## config.mk

```make
export PLATFORM = sky130hd
export DESIGN_NAME = apb_master_flat
export DESIGN_NICKNAME = d
export VERILOG_FILES = /design/src/rtl/apb_pkg.sv /design/src/rtl/apb_if.sv /design/src/rtl/apb_port_decode.sv /design/src/rtl/apb_master.sv /design/src/flat_wrapper.sv
export SDC_FILE = /design/constraint.sdc
export NUM_CORES = 1
export LEC_CHECK = 0
export BUFFER_PORTS_ARGS = -buffer_cell sky130_fd_sc_hd__buf_2
export CORE_MARGIN = 5
export CORE_UTILIZATION = 48
export DETAILED_ROUTE_END_ITERATION = 8
export PLACE_DENSITY = 0.8
export SLEW_MARGIN = 20
export SYNTH_ARGS = -nofsm -noshare
export SYNTH_HDL_FRONTEND = slang
export SYNTH_HIERARCHICAL = 1
export SYNTH_SLANG_ARGS = --single-unit
```

## constraint.sdc

```tcl
create_clock -name clk -period 3.01 [get_ports clk]
set_clock_uncertainty 0.2 [all_clocks]
set_input_delay 0.4515 -clock clk [delete_from_list [all_inputs] [get_ports clk]]
set_output_delay 0.4515 -clock clk [all_outputs]
set_load 0.02 [all_outputs]
```

## src/rtl/apb_pkg.sv

```systemverilog
// Shared types and constants for the APB master: FSM states, port codes and bus widths.
package apb_pkg;

  localparam int ADDR_W    = 12;
  localparam int DATA_W    = 32;
  localparam int NUM_PORTS = 6;
  localparam int CNT_W     = 8;

  typedef enum logic [1:0] {
    IDLE,
    SETUP,
    ACCESS,
    RESP
  } state_e;

  localparam logic [2:0] PORT1 = 3'b010;
  localparam logic [2:0] PORT2 = 3'b011;
  localparam logic [2:0] PORT3 = 3'b100;
  localparam logic [2:0] PORT4 = 3'b101;
  localparam logic [2:0] PORT5 = 3'b110;
  localparam logic [2:0] PORT6 = 3'b111;

endpackage

```

## src/rtl/apb_if.sv

```systemverilog
// APB bus bundle: the master drives select/control/address/data, the slave side returns muxed read data and status.
interface apb_if;
  import apb_pkg::*;

  logic [NUM_PORTS-1:0] psel;
  logic                 penable;
  logic                 pwrite;
  logic [ADDR_W-1:0]    paddr;
  logic [DATA_W-1:0]    pwdata;
  logic [DATA_W-1:0]    prdata;
  logic                 pready;
  logic                 pslverr;

  modport master (
    output psel, penable, pwrite, paddr, pwdata,
    input  prdata, pready, pslverr
  );

  modport slave (
    input  psel, penable, pwrite, paddr, pwdata,
    output prdata, pready, pslverr
  );

endinterface

```

## src/rtl/apb_port_decode.sv

```systemverilog
// Combinational decode of a 3-bit port code into a one-hot peripheral select plus a valid flag.
module apb_port_decode
  import apb_pkg::*;
(
  input  logic [2:0]           code,
  output logic [NUM_PORTS-1:0] onehot,
  output logic                 valid
);

  // NOTE: defaulting every output before the case keeps this purely combinational (no latch).
  always_comb begin
    onehot = '0;
    valid  = 1'b1;
    case (code)
      PORT1:   onehot = 6'b000001;
      PORT2:   onehot = 6'b000010;
      PORT3:   onehot = 6'b000100;
      PORT4:   onehot = 6'b001000;
      PORT5:   onehot = 6'b010000;
      PORT6:   onehot = 6'b100000;
      default: valid  = 1'b0;
    endcase
  end

endmodule

```

## src/rtl/apb_master.sv

```systemverilog
// Single-outstanding APB master: request/response handshake in, APB SETUP/ACCESS sequencing out, with pready timeout.
module apb_master
  import apb_pkg::*;
#(
  parameter int TIMEOUT = 16
) (
  input  logic              clk,
  input  logic              rst,
  input  logic              req_valid,
  output logic              req_ready,
  input  logic              req_write,
  input  logic [2:0]        req_port,
  input  logic [ADDR_W-1:0] req_addr,
  input  logic [DATA_W-1:0] req_wdata,
  output logic              rsp_valid,
  input  logic              rsp_ready,
  output logic [DATA_W-1:0] rsp_rdata,
  output logic              rsp_err,
  apb_if.master             apb
);

  state_e               state_q, state_d;
  logic [NUM_PORTS-1:0] psel_q, psel_d;
  logic                 penable_q, penable_d;
  logic                 pwrite_q, pwrite_d;
  logic [ADDR_W-1:0]    paddr_q, paddr_d;
  logic [DATA_W-1:0]    pwdata_q, pwdata_d;
  logic                 rsp_valid_q, rsp_valid_d;
  logic [DATA_W-1:0]    rsp_rdata_q, rsp_rdata_d;
  logic                 rsp_err_q, rsp_err_d;
  logic [CNT_W-1:0]     cnt_q, cnt_d;

  logic [NUM_PORTS-1:0] dec_onehot;
  logic                 dec_valid;

  apb_port_decode u_decode (
    .code   (req_port),
    .onehot (dec_onehot),
    .valid  (dec_valid)
  );

  always_comb begin
    state_d     = state_q;
    psel_d      = psel_q;
    penable_d   = penable_q;
    pwrite_d    = pwrite_q;
    paddr_d     = paddr_q;
    pwdata_d    = pwdata_q;
    rsp_valid_d = rsp_valid_q;
    rsp_rdata_d = rsp_rdata_q;
    rsp_err_d   = rsp_err_q;
    cnt_d       = cnt_q;
    case (state_q)
      IDLE: begin
        if (req_valid) begin
          if (dec_valid) begin
            state_d  = SETUP;
            psel_d   = dec_onehot;
            pwrite_d = req_write;
            paddr_d  = req_addr;
            pwdata_d = req_wdata;
            cnt_d    = '0;
          end else begin
            // Undecodable port: answer with an error without touching the bus.
            state_d     = RESP;
            rsp_valid_d = 1'b1;
            rsp_err_d   = 1'b1;
            rsp_rdata_d = '0;
          end
        end
      end
      SETUP: begin
        state_d   = ACCESS;
        penable_d = 1'b1;
      end
      ACCESS: begin
        if (apb.pready) begin
          state_d     = RESP;
          psel_d      = '0;
          penable_d   = 1'b0;
          rsp_valid_d = 1'b1;
          rsp_err_d   = apb.pslverr;
          rsp_rdata_d = pwrite_q ? '0 : apb.prdata;
        end else begin
          cnt_d = cnt_q + CNT_W'(1);
          if (cnt_q == CNT_W'(TIMEOUT - 1)) begin
            state_d     = RESP;
            psel_d      = '0;
            penable_d   = 1'b0;
            rsp_valid_d = 1'b1;
            rsp_err_d   = 1'b1;
            rsp_rdata_d = '0;
          end
        end
      end
      RESP: begin
        if (rsp_ready) begin
          state_d     = IDLE;
          rsp_valid_d = 1'b0;
          rsp_rdata_d = '0;
          rsp_err_d   = 1'b0;
          pwrite_d    = 1'b0;
          paddr_d     = '0;
          pwdata_d    = '0;
        end
      end
      default: state_d = IDLE;
    endcase
  end

  // NOTE: sequential state uses non-blocking assignments so every flop samples pre-edge values.
  always_ff @(posedge clk) begin
    if (!rst) begin
      state_q     <= IDLE;
      psel_q      <= '0;
      penable_q   <= 1'b0;
      pwrite_q    <= 1'b0;
      paddr_q     <= '0;
      pwdata_q    <= '0;
      rsp_valid_q <= 1'b0;
      rsp_rdata_q <= '0;
      rsp_err_q   <= 1'b0;
      cnt_q       <= '0;
    end else begin
      state_q     <= state_d;
      psel_q      <= psel_d;
      penable_q   <= penable_d;
      pwrite_q    <= pwrite_d;
      paddr_q     <= paddr_d;
      pwdata_q    <= pwdata_d;
      rsp_valid_q <= rsp_valid_d;
      rsp_rdata_q <= rsp_rdata_d;
      rsp_err_q   <= rsp_err_d;
      cnt_q       <= cnt_d;
    end
  end

  assign req_ready   = (state_q == IDLE);
  assign rsp_valid   = rsp_valid_q;
  assign rsp_rdata   = rsp_rdata_q;
  assign rsp_err     = rsp_err_q;
  assign apb.psel    = psel_q;
  assign apb.penable = penable_q;
  assign apb.pwrite  = pwrite_q;
  assign apb.paddr   = paddr_q;
  assign apb.pwdata  = pwdata_q;

endmodule

```

## src/flat_wrapper.sv

```systemverilog
// flat-port wrapper written by rule: the top's interface ports become plain ports
module apb_master_flat import apb_pkg::*;
#(
  parameter int TIMEOUT = 16
)
  (clk, rst, req_valid, req_ready, req_write, req_port, req_addr, req_wdata, rsp_valid, rsp_ready, rsp_rdata, rsp_err, apb_psel, apb_penable, apb_pwrite, apb_paddr, apb_pwdata, apb_prdata, apb_pready, apb_pslverr);
  apb_if apb_i ();
  input  logic clk;
  input  logic rst;
  input  logic req_valid;
  output logic req_ready;
  input  logic req_write;
  input  logic [2:0] req_port;
  input  logic [ADDR_W-1:0] req_addr;
  input  logic [DATA_W-1:0] req_wdata;
  output logic rsp_valid;
  input  logic rsp_ready;
  output logic [DATA_W-1:0] rsp_rdata;
  output logic rsp_err;
  output wire logic [$bits(apb_i.psel)-1:0] apb_psel;
  output wire logic [$bits(apb_i.penable)-1:0] apb_penable;
  output wire logic [$bits(apb_i.pwrite)-1:0] apb_pwrite;
  output wire logic [$bits(apb_i.paddr)-1:0] apb_paddr;
  output wire logic [$bits(apb_i.pwdata)-1:0] apb_pwdata;
  input wire logic [$bits(apb_i.prdata)-1:0] apb_prdata;
  input wire logic [$bits(apb_i.pready)-1:0] apb_pready;
  input wire logic [$bits(apb_i.pslverr)-1:0] apb_pslverr;
  assign apb_psel = apb_i.psel;
  assign apb_penable = apb_i.penable;
  assign apb_pwrite = apb_i.pwrite;
  assign apb_paddr = apb_i.paddr;
  assign apb_pwdata = apb_i.pwdata;
  assign apb_i.prdata = apb_prdata;
  assign apb_i.pready = apb_pready;
  assign apb_i.pslverr = apb_pslverr;
  apb_master #(.TIMEOUT(TIMEOUT)) u_core (.clk(clk), .rst(rst), .req_valid(req_valid), .req_ready(req_ready), .req_write(req_write), .req_port(req_port), .req_addr(req_addr), .req_wdata(req_wdata), .rsp_valid(rsp_valid), .rsp_ready(rsp_ready), .rsp_rdata(rsp_rdata), .rsp_err(rsp_err), .apb(apb_i));
endmodule
```

==> reports/metrics.csv, run 1 <==
stage,metric,value,unit
clocking,postcts setup bufs,0,
worst_setup_path,WP data required,3070,ps
worst_setup_path,CP Launch Point,u_core/state_q[0]$_SDFFE_PN0P_,
timing,final hold vios,0,
detailed_routing,DRT Pass-1 Iters,4,
clocking,clock slew at reported path FFs,90,ps
clocking,CTS tree,done,
floorplan,Initial Utilization,0.492,
power_and_ir_drop,peak supply drop,0.380,mV
floorplan,die width,102,um
synthesis,Synth cell types,42,
synthesis,synthesized flop and latch total,96,
global_route,total gr overflow,0,
worst_setup_path,CP Capture Type,flip-flop,
detailed_routing,post-DR vias/cell,5.20,
synthesis,dominant synthesized flop cell,dfxtp_1,
detailed_routing,DRC viols,0,
timing,RSZ-0062 raised after global routing,false,
worst_setup_path,Buf/Inv on CP,3,
detailed_routing,via count,3752,
worst_setup_path,number of cells on the critical path,7,
floorplan,Die Height,102,um
clocking,Post-CTS Resized,0,
synthesis,"Net Count, Synth",546,
timing,Tmin final,2600,ps
power_and_ir_drop,Leak Pwr,2.36,nW
clocking,Max Root-Sink Buffers,2,
finish,# fillers,709,
finish,fin cells,722,
worst_setup_path,"Critical Path, Cell by Cell","inv_1, ha_1, inv_1, o221ai_4, buf_4, nand2_1, a21boi_0",
global_route,first-pass GRT wire length,15.9,mm
worst_setup_path,reg2reg end,u_core/apb.pwdata[1]$_SDFFE_PN0P_,
placement,GP Congestion,0.839,
worst_setup_path,"Slowest-stage cell, CP",o221ai_4,
timing,final slew viol count,0,
floorplan,row count,33,
synthesis,number of synthesized flops with an enable pin,0,
synthesis,post-synthesis sequential area ratio,0.475,
finish,layout cells sized above 1,0.339,
clocking,total CTS buffers,9,
run_status,status,finished clean,
floorplan,I/O Pins,173,
placement,Placed Cells,706,
timing,Post-Route Setup TNS,0,ps
worst_setup_path,CP top delay family,compound AO/OA/AOI/OAI gates,
timing,Slew @ Worst Pin,1030,ps
global_route,largest net degree at the start of global routing,50,
synthesis,Mean Syn Cell Area,8.91,um2
detailed_routing,initial DRC count,165,
finish,Inserted Diodes,0,
finish,post-layout util,0.636,
clocking,Skew-Pair Late Insertion Delay,340,ps
timing,Peak Freq,384,MHz
synthesis,YS warnings,6,
worst_setup_path,Crit Path Class,flip-flop to flip-flop,
detailed_routing,total wire length,10.3,mm
placement,HPWL after DPL,7.60,mm
worst_setup_path,Critical Path AT,2670,ps
worst_setup_path,flop2flop setup slack,410,ps
clocking,root buf cell,clkbuf_8,
worst_setup_path,R2R depth,7,
job,total of max-cap violations,0,
worst_setup_path,"slowest stage delay, CP",800,ps
timing,fin crit share,0.865,
worst_setup_path,critical path peak fanout,39,
floorplan,Placeable Area,0.00822,mm2
placement,port bufs,172,
synthesis,Synth Cell Area,0.00404,mm2
global_route,initial antenna violation count,0,
global_route,Total GRT Usage,0.190,
detailed_routing,routed wire length per instance,14.2,um
timing,max_slew headroom,0.310,
timing,final setup fails,0,
placement,Placed Area,0.00498,mm2
finish,area growth from synthesis to layout,29.1,%
worst_setup_path,R2R Path Start,u_core/state_q[0]$_SDFFE_PN0P_,
power_and_ir_drop,PD cells,841,mW/mm2
clocking,hold buffer count at cts,0,
finish,nets,704,
global_route,vias in the first global route,3539,
worst_setup_path,end point of the critical path,u_core/apb.pwdata[1]$_SDFFE_PN0P_,
synthesis,"Async S/R FF share, synth",0,
finish,final instance area,0.00522,mm2
floorplan,die area,0.0104,mm2
detailed_routing,Final ANT Viol Nets,0,
worst_setup_path,Most common cell on crit path,inv_1,
clocking,number of H-tree levels,3,
worst_setup_path,CP startpoint kind,flip-flop,
synthesis,Syn Inst Count,454,
min_path,Hold Path Class,input pin to flip-flop,
clocking,total clock sinks,96,
[area by class of cell]
type | instances | area, um2 | share of cell area
Clock buffer | 10 | 128 | 0.0244
Clock inverter | 6 | 116 | 0.0223
Timing Repair Buffer | 179 | 926 | 0.177
Tap cell | 105 | 131 | 0.0252
Multi-Input combinational cell | 320 | 1980 | 0.379
Sequential cell | 96 | 1920 | 0.368
Inverter | 6 | 22.5 | 0.00431
[state kept, by name, indices dropped and copies added, names as in the netlist]
signal / cells
u_core/cnt_q: 8
u_core/apb.pwdata: 32
u_core/rsp_valid: 1
u_core/apb.pwrite: 1
u_core/state_q: 2
u_core/rsp_rdata: 32
u_core/apb.psel: 6
u_core/rsp_err: 1
u_core/apb.penable: 1
u_core/apb.paddr: 12
[per-layer routing]
metal | global-route usage | share of wire | vias to the layer above
met1 | 0.222 | 0.41 | 1730
met3 | 0.0640 | 0.10 | 11
li1 | - | - | 1875
met2 | 0.324 | 0.47 | 136
met4 | 0.0695 | 0.014 | 0
met5 | 0 | 0 | -
[through the flow]
| step | hold WS [ps] | total power [mW] | setup slack, ps |
|---|---|---|---|
| after floorplan | 262 | 2.94 | 752 |
| after global placement | 239 | 3.40 | 562 |
| after detailed placement | 245 | 3.44 | 409 |
| after CTS | 116 | 4.45 | 384 |
| after global routing | 121 | 4.68 | 168 |
| final | 143 | 4.39 | 408 |
[worst min path at each step]
stage                                 startpoint                                 to  slack [ps]  cells after the start
6_report                           apb_prdata[0]   u_core/rsp_rdata[0]$_SDFFE_PN0P_         140                      3
3_5_place_dp   u_core/rsp_rdata[19]$_SDFFE_PN0P_  u_core/rsp_rdata[19]$_SDFFE_PN0P_         240                      2
5_1_grt                           apb_prdata[14]  u_core/rsp_rdata[14]$_SDFFE_PN0P_         120                      3
3_3_place_gp    u_core/rsp_rdata[7]$_SDFFE_PN0P_   u_core/rsp_rdata[7]$_SDFFE_PN0P_         240                      2
2_1_floorplan       u_core/cnt_q[3]$_SDFFE_PN0P_       u_core/cnt_q[3]$_SDFFE_PN0P_         260                      2
4_1_cts                           apb_prdata[14]  u_core/rsp_rdata[14]$_SDFFE_PN0P_         120                      3
[cells by family after synthesis]
group	after synthesis	share of synthesized area
AO/OA/AOI/OAI	80	0.153
AND/OR/NAND/NOR	198	0.223
adder cells (fa/ha/maj)	6	0.0186
flip-flops	96	0.475
buffers and inverters	38	0.0415
multiplexers	35	0.0869
XOR/XNOR	1	0.00217
[worst min-delay path, delay by kind of cell]
| kind | cells | cell delay, ps |
|---|---|---|
| buffers and inverters | 1 | 90 |
| and+or+nand+nor | 1 | 40 |
| muxes | 1 | 50 |
[power by group]
part           switching (mW)  internal (mW)
combinational            1.13          0.657
clock                   0.434          0.558
sequential              0.121           1.50
[synth_stat cells, types with 3 or more instances]
| library cell | instances | area (um2) |
|---|---|---|
| nand2_1 | 120 | 450 |
| dfxtp_1 | 96 | 1920 |
| nand3_1 | 49 | 245 |
| a21boi_0 | 47 | 353 |
| mux2i_1 | 34 | 340 |
| clkbuf_1 | 26 | 97.6 |
| a21oi_1 | 7 | 35.0 |
| a22o_1 | 6 | 52.6 |
| ha_1 | 6 | 75.1 |
| inv_1 | 6 | 22.5 |
| nor2_1 | 5 | 18.8 |
| and3b_2 | 3 | 30.0 |
| buf_6 | 3 | 33.8 |
| nor3b_1 | 3 | 22.5 |
| o21ai_0 | 3 | 15.0 |
| o22ai_1 | 3 | 18.8 |
| o31ai_1 | 3 | 22.5 |
| or4_1 | 3 | 22.5 |
[cells in the final DEF, fill, tap and decap left out, types with 5 or more instances in the layout]
cell,n
nand3_1,49
a21boi_0,47
mux2i_1,34
clkbuf_8,9
buf_4,6
dfxtp_1,96
ha_1,6
nand2_1,120
a21oi_1,7
buf_2,172
nor2_1,5
a22o_1,6
inv_1,6
Note: power is estimated with default switching activity, not from simulation.
==> run 2: changes to the inputs <==
PLACE_DENSITY = 0.78   (was 0.8)
clock period = 2.4 ns   (was 3.01 ns; I/O delays follow)
==> reports/metrics.csv, run 2 (synthesized netlist as in run 1, its figures left out) <==
stage,metric,value,unit,change
run_status,status,finished clean,,unchanged
detailed_routing,total wire length,10.4,mm,was 10.3 mm
timing,final slew viol count,0,,unchanged
job,total of max-cap violations,0,,unchanged
finish,fin cells,722,,unchanged
clocking,total CTS buffers,9,,unchanged
timing,Post-Route Setup TNS,0,ps,unchanged
worst_setup_path,R2R Path Start,u_core/state_q[0]$_SDFFE_PN0P_,,unchanged
clocking,hold buffer count at cts,0,,unchanged
finish,"commonest non-fill, non-tap cell in the layout",buf_2,,unchanged
floorplan,Initial Utilization,0.492,,unchanged
worst_setup_path,reg2reg end,u_core/rsp_rdata[29]$_SDFFE_PN0P_,,was u_core/apb.pwdata[1]$_SDFFE_PN0P_
worst_setup_path,Crit Path Class,flip-flop to flip-flop,,unchanged
clocking,total clock sinks,96,,unchanged
floorplan,Placeable Area,0.00822,mm2,unchanged
power_and_ir_drop,Clock power frac,0.176,,was 0.226
power_and_ir_drop,Leak Pwr,2.34,nW,was 2.36 nW
floorplan,I/O Pins,173,,unchanged
worst_setup_path,CP Capture Type,flip-flop,,unchanged
power_and_ir_drop,PD cells,1020,mW/mm2,was 841 mW/mm2
worst_setup_path,critical path peak fanout,34,,was 39
detailed_routing,initial DRC count,184,,was 165
detailed_routing,via count,3734,,was 3752
placement,HPWL after DPL,7.56,mm,was 7.60 mm
power_and_ir_drop,Pint,3.17,mW,was 2.71 mW
finish,# fillers,745,,was 709
clocking,Skew-Pair Late Insertion Delay,340,ps,about the same
global_route,vias in the first global route,3583,,was 3539
global_route,total gr overflow,0,,unchanged
placement,port bufs,172,,unchanged
clocking,number of H-tree levels,3,,unchanged
power_and_ir_drop,sw frac,0.402,,was 0.383
clocking,CTS tree,done,,unchanged
global_route,initial antenna violation count,0,,unchanged
global_route,Total GRT Usage,0.195,,was 0.190
floorplan,die area,0.0104,mm2,unchanged
floorplan,die width,102,um,unchanged
detailed_routing,routed wire length per instance,14.4,um,was 14.2 um
timing,RSZ-0062 raised after global routing,false,,unchanged
worst_setup_path,end point of the critical path,u_core/rsp_rdata[29]$_SDFFE_PN0P_,,was u_core/apb.pwdata[1]$_SDFFE_PN0P_
timing,Tmin final,2240,ps,was 2600 ps
finish,area growth from synthesis to layout,28.5,%,was 29.1%
placement,Placed Cells,706,,unchanged
finish,nets,705,,was 704
timing,Peak Freq,445,MHz,was 384 MHz
clocking,Max Root-Sink Buffers,2,,unchanged
global_route,largest net degree at the start of global routing,90,,was 50
detailed_routing,Final ANT Viol Nets,0,,unchanged
power_and_ir_drop,Combinational Power Share,0.442,,was 0.406
clocking,clock slew at reported path FFs,90,ps,about the same
floorplan,Die Height,102,um,unchanged
finish,FF/Latch Area,0.00192,mm2,unchanged
finish,Multi-input gate area,0.00198,mm2,unchanged
min_path,Hold Path Class,input pin to flip-flop,,unchanged
placement,GP Congestion,0.907,,was 0.839
worst_setup_path,CP Launch Point,u_core/state_q[0]$_SDFFE_PN0P_,,unchanged
power_and_ir_drop,Sw Pwr,2.13,mW,was 1.68 mW
worst_setup_path,CP startpoint kind,flip-flop,,unchanged
floorplan,row count,33,,unchanged
timing,Slew @ Worst Pin,487,ps,was 1030 ps
min_path,hold_sp,apb_prdata[25],,was apb_prdata[0]
worst_setup_path,Critical Path AT,2310,ps,was 2670 ps
timing,final setup fails,0,,unchanged
timing,fin crit share,0.935,,was 0.865
worst_setup_path,flop2flop setup slack,160,ps,was 410 ps
detailed_routing,DRT Pass-1 Iters,4,,unchanged
clocking,root buf cell,clkbuf_8,,unchanged
power_and_ir_drop,Seq pwr share,0.382,,was 0.368
timing,max_slew headroom,0.676,,was 0.310
finish,layout cells sized above 1,0.340,,was 0.339
power_and_ir_drop,peak supply drop,0.548,mV,was 0.380 mV
detailed_routing,DRC viols,0,,unchanged
finish,highest-count cells in the layout ignoring fill and taps,"buf_2 (172), nand2_1 (120), dfxtp_1 (96)",,unchanged
timing,final hold vios,0,,unchanged
worst_setup_path,WP data required,2470,ps,was 3070 ps
worst_setup_path,R2R depth,7,,unchanged
detailed_routing,post-DR vias/cell,5.17,,was 5.20
global_route,first-pass GRT wire length,16.3,mm,was 15.9 mm
finish,Inserted Diodes,0,,unchanged
[run 2: worst max-delay path, cell delays in order (launching register included)]
cell       delay, ps
dfxtp_1          370
inv_1            110
ha_1             320
inv_1            180
o22ai_1          170
a2111oi_4        280
buf_12           290
mux2i_1          240
[run 2: power by group through the flow]
stage	registers, mW	logic [mW]	clock network, mW
finish	2.02	2.34	0.931
global route	2.06	2.55	1.04
CTS	2.03	2.34	0.961
detailed placement	2.06	2.34	0
global placement	2.05	2.29	0
floorplan	2.37	1.32	0
[run 2: timing repair]
action	4_1_cts	5_1_grt
setup buffers	0	1
setup endpoints to repair	0	1
resized for setup	0	0
[run 2: how the worst min path moves through the flow]
stage | end | slack (ps) | cells past startpoint
2_1_floorplan | u_core/cnt_q[3]$_SDFFE_PN0P_ | 260 | 2
3_3_place_gp | u_core/rsp_rdata[3]$_SDFFE_PN0P_ | 240 | 2
3_5_place_dp | u_core/rsp_rdata[14]$_SDFFE_PN0P_ | 240 | 2
4_1_cts | u_core/rsp_rdata[7]$_SDFFE_PN0P_ | 30 | 3
5_1_grt | u_core/rsp_rdata[7]$_SDFFE_PN0P_ | 20 | 3
6_report | u_core/rsp_rdata[25]$_SDFFE_PN0P_ | 50 | 3
[run 2: per-layer routing]
layer,routed length [um],up-vias,GRT usage
li1,-,1871,-
met1,4230,1706,0.241
met2,4950,144,0.321
met3,1070,13,0.0558
met4,166,0,0.0726
met5,0,-,0
[run 2: through the flow]
stage	setup WS [ps]	hold WS (ps)	power (mW)	utilization	instance area, um2
finish	155	50.3	5.30	0.632	5190
global route	4.40	22.5	5.66	0.632	5190
CTS	159	31.1	5.33	0.631	5190
detailed placement	162	244	4.40	0.610	5020
global placement	300	239	4.34	0.610	5020
floorplan	142	262	3.69	-	4040
[run 2: area by class of cell]
| type | count | share of cell area |
|---|---|---|
| Tap cell | 105 | 0.0253 |
| Sequential cell | 96 | 0.370 |
| Multi-Input combinational cell | 320 | 0.381 |
| Timing Repair Buffer | 180 | 0.187 |
| Inverter | 6 | 0.00434 |
| Clock inverter | 5 | 0.00650 |
| Clock buffer | 10 | 0.0265 |
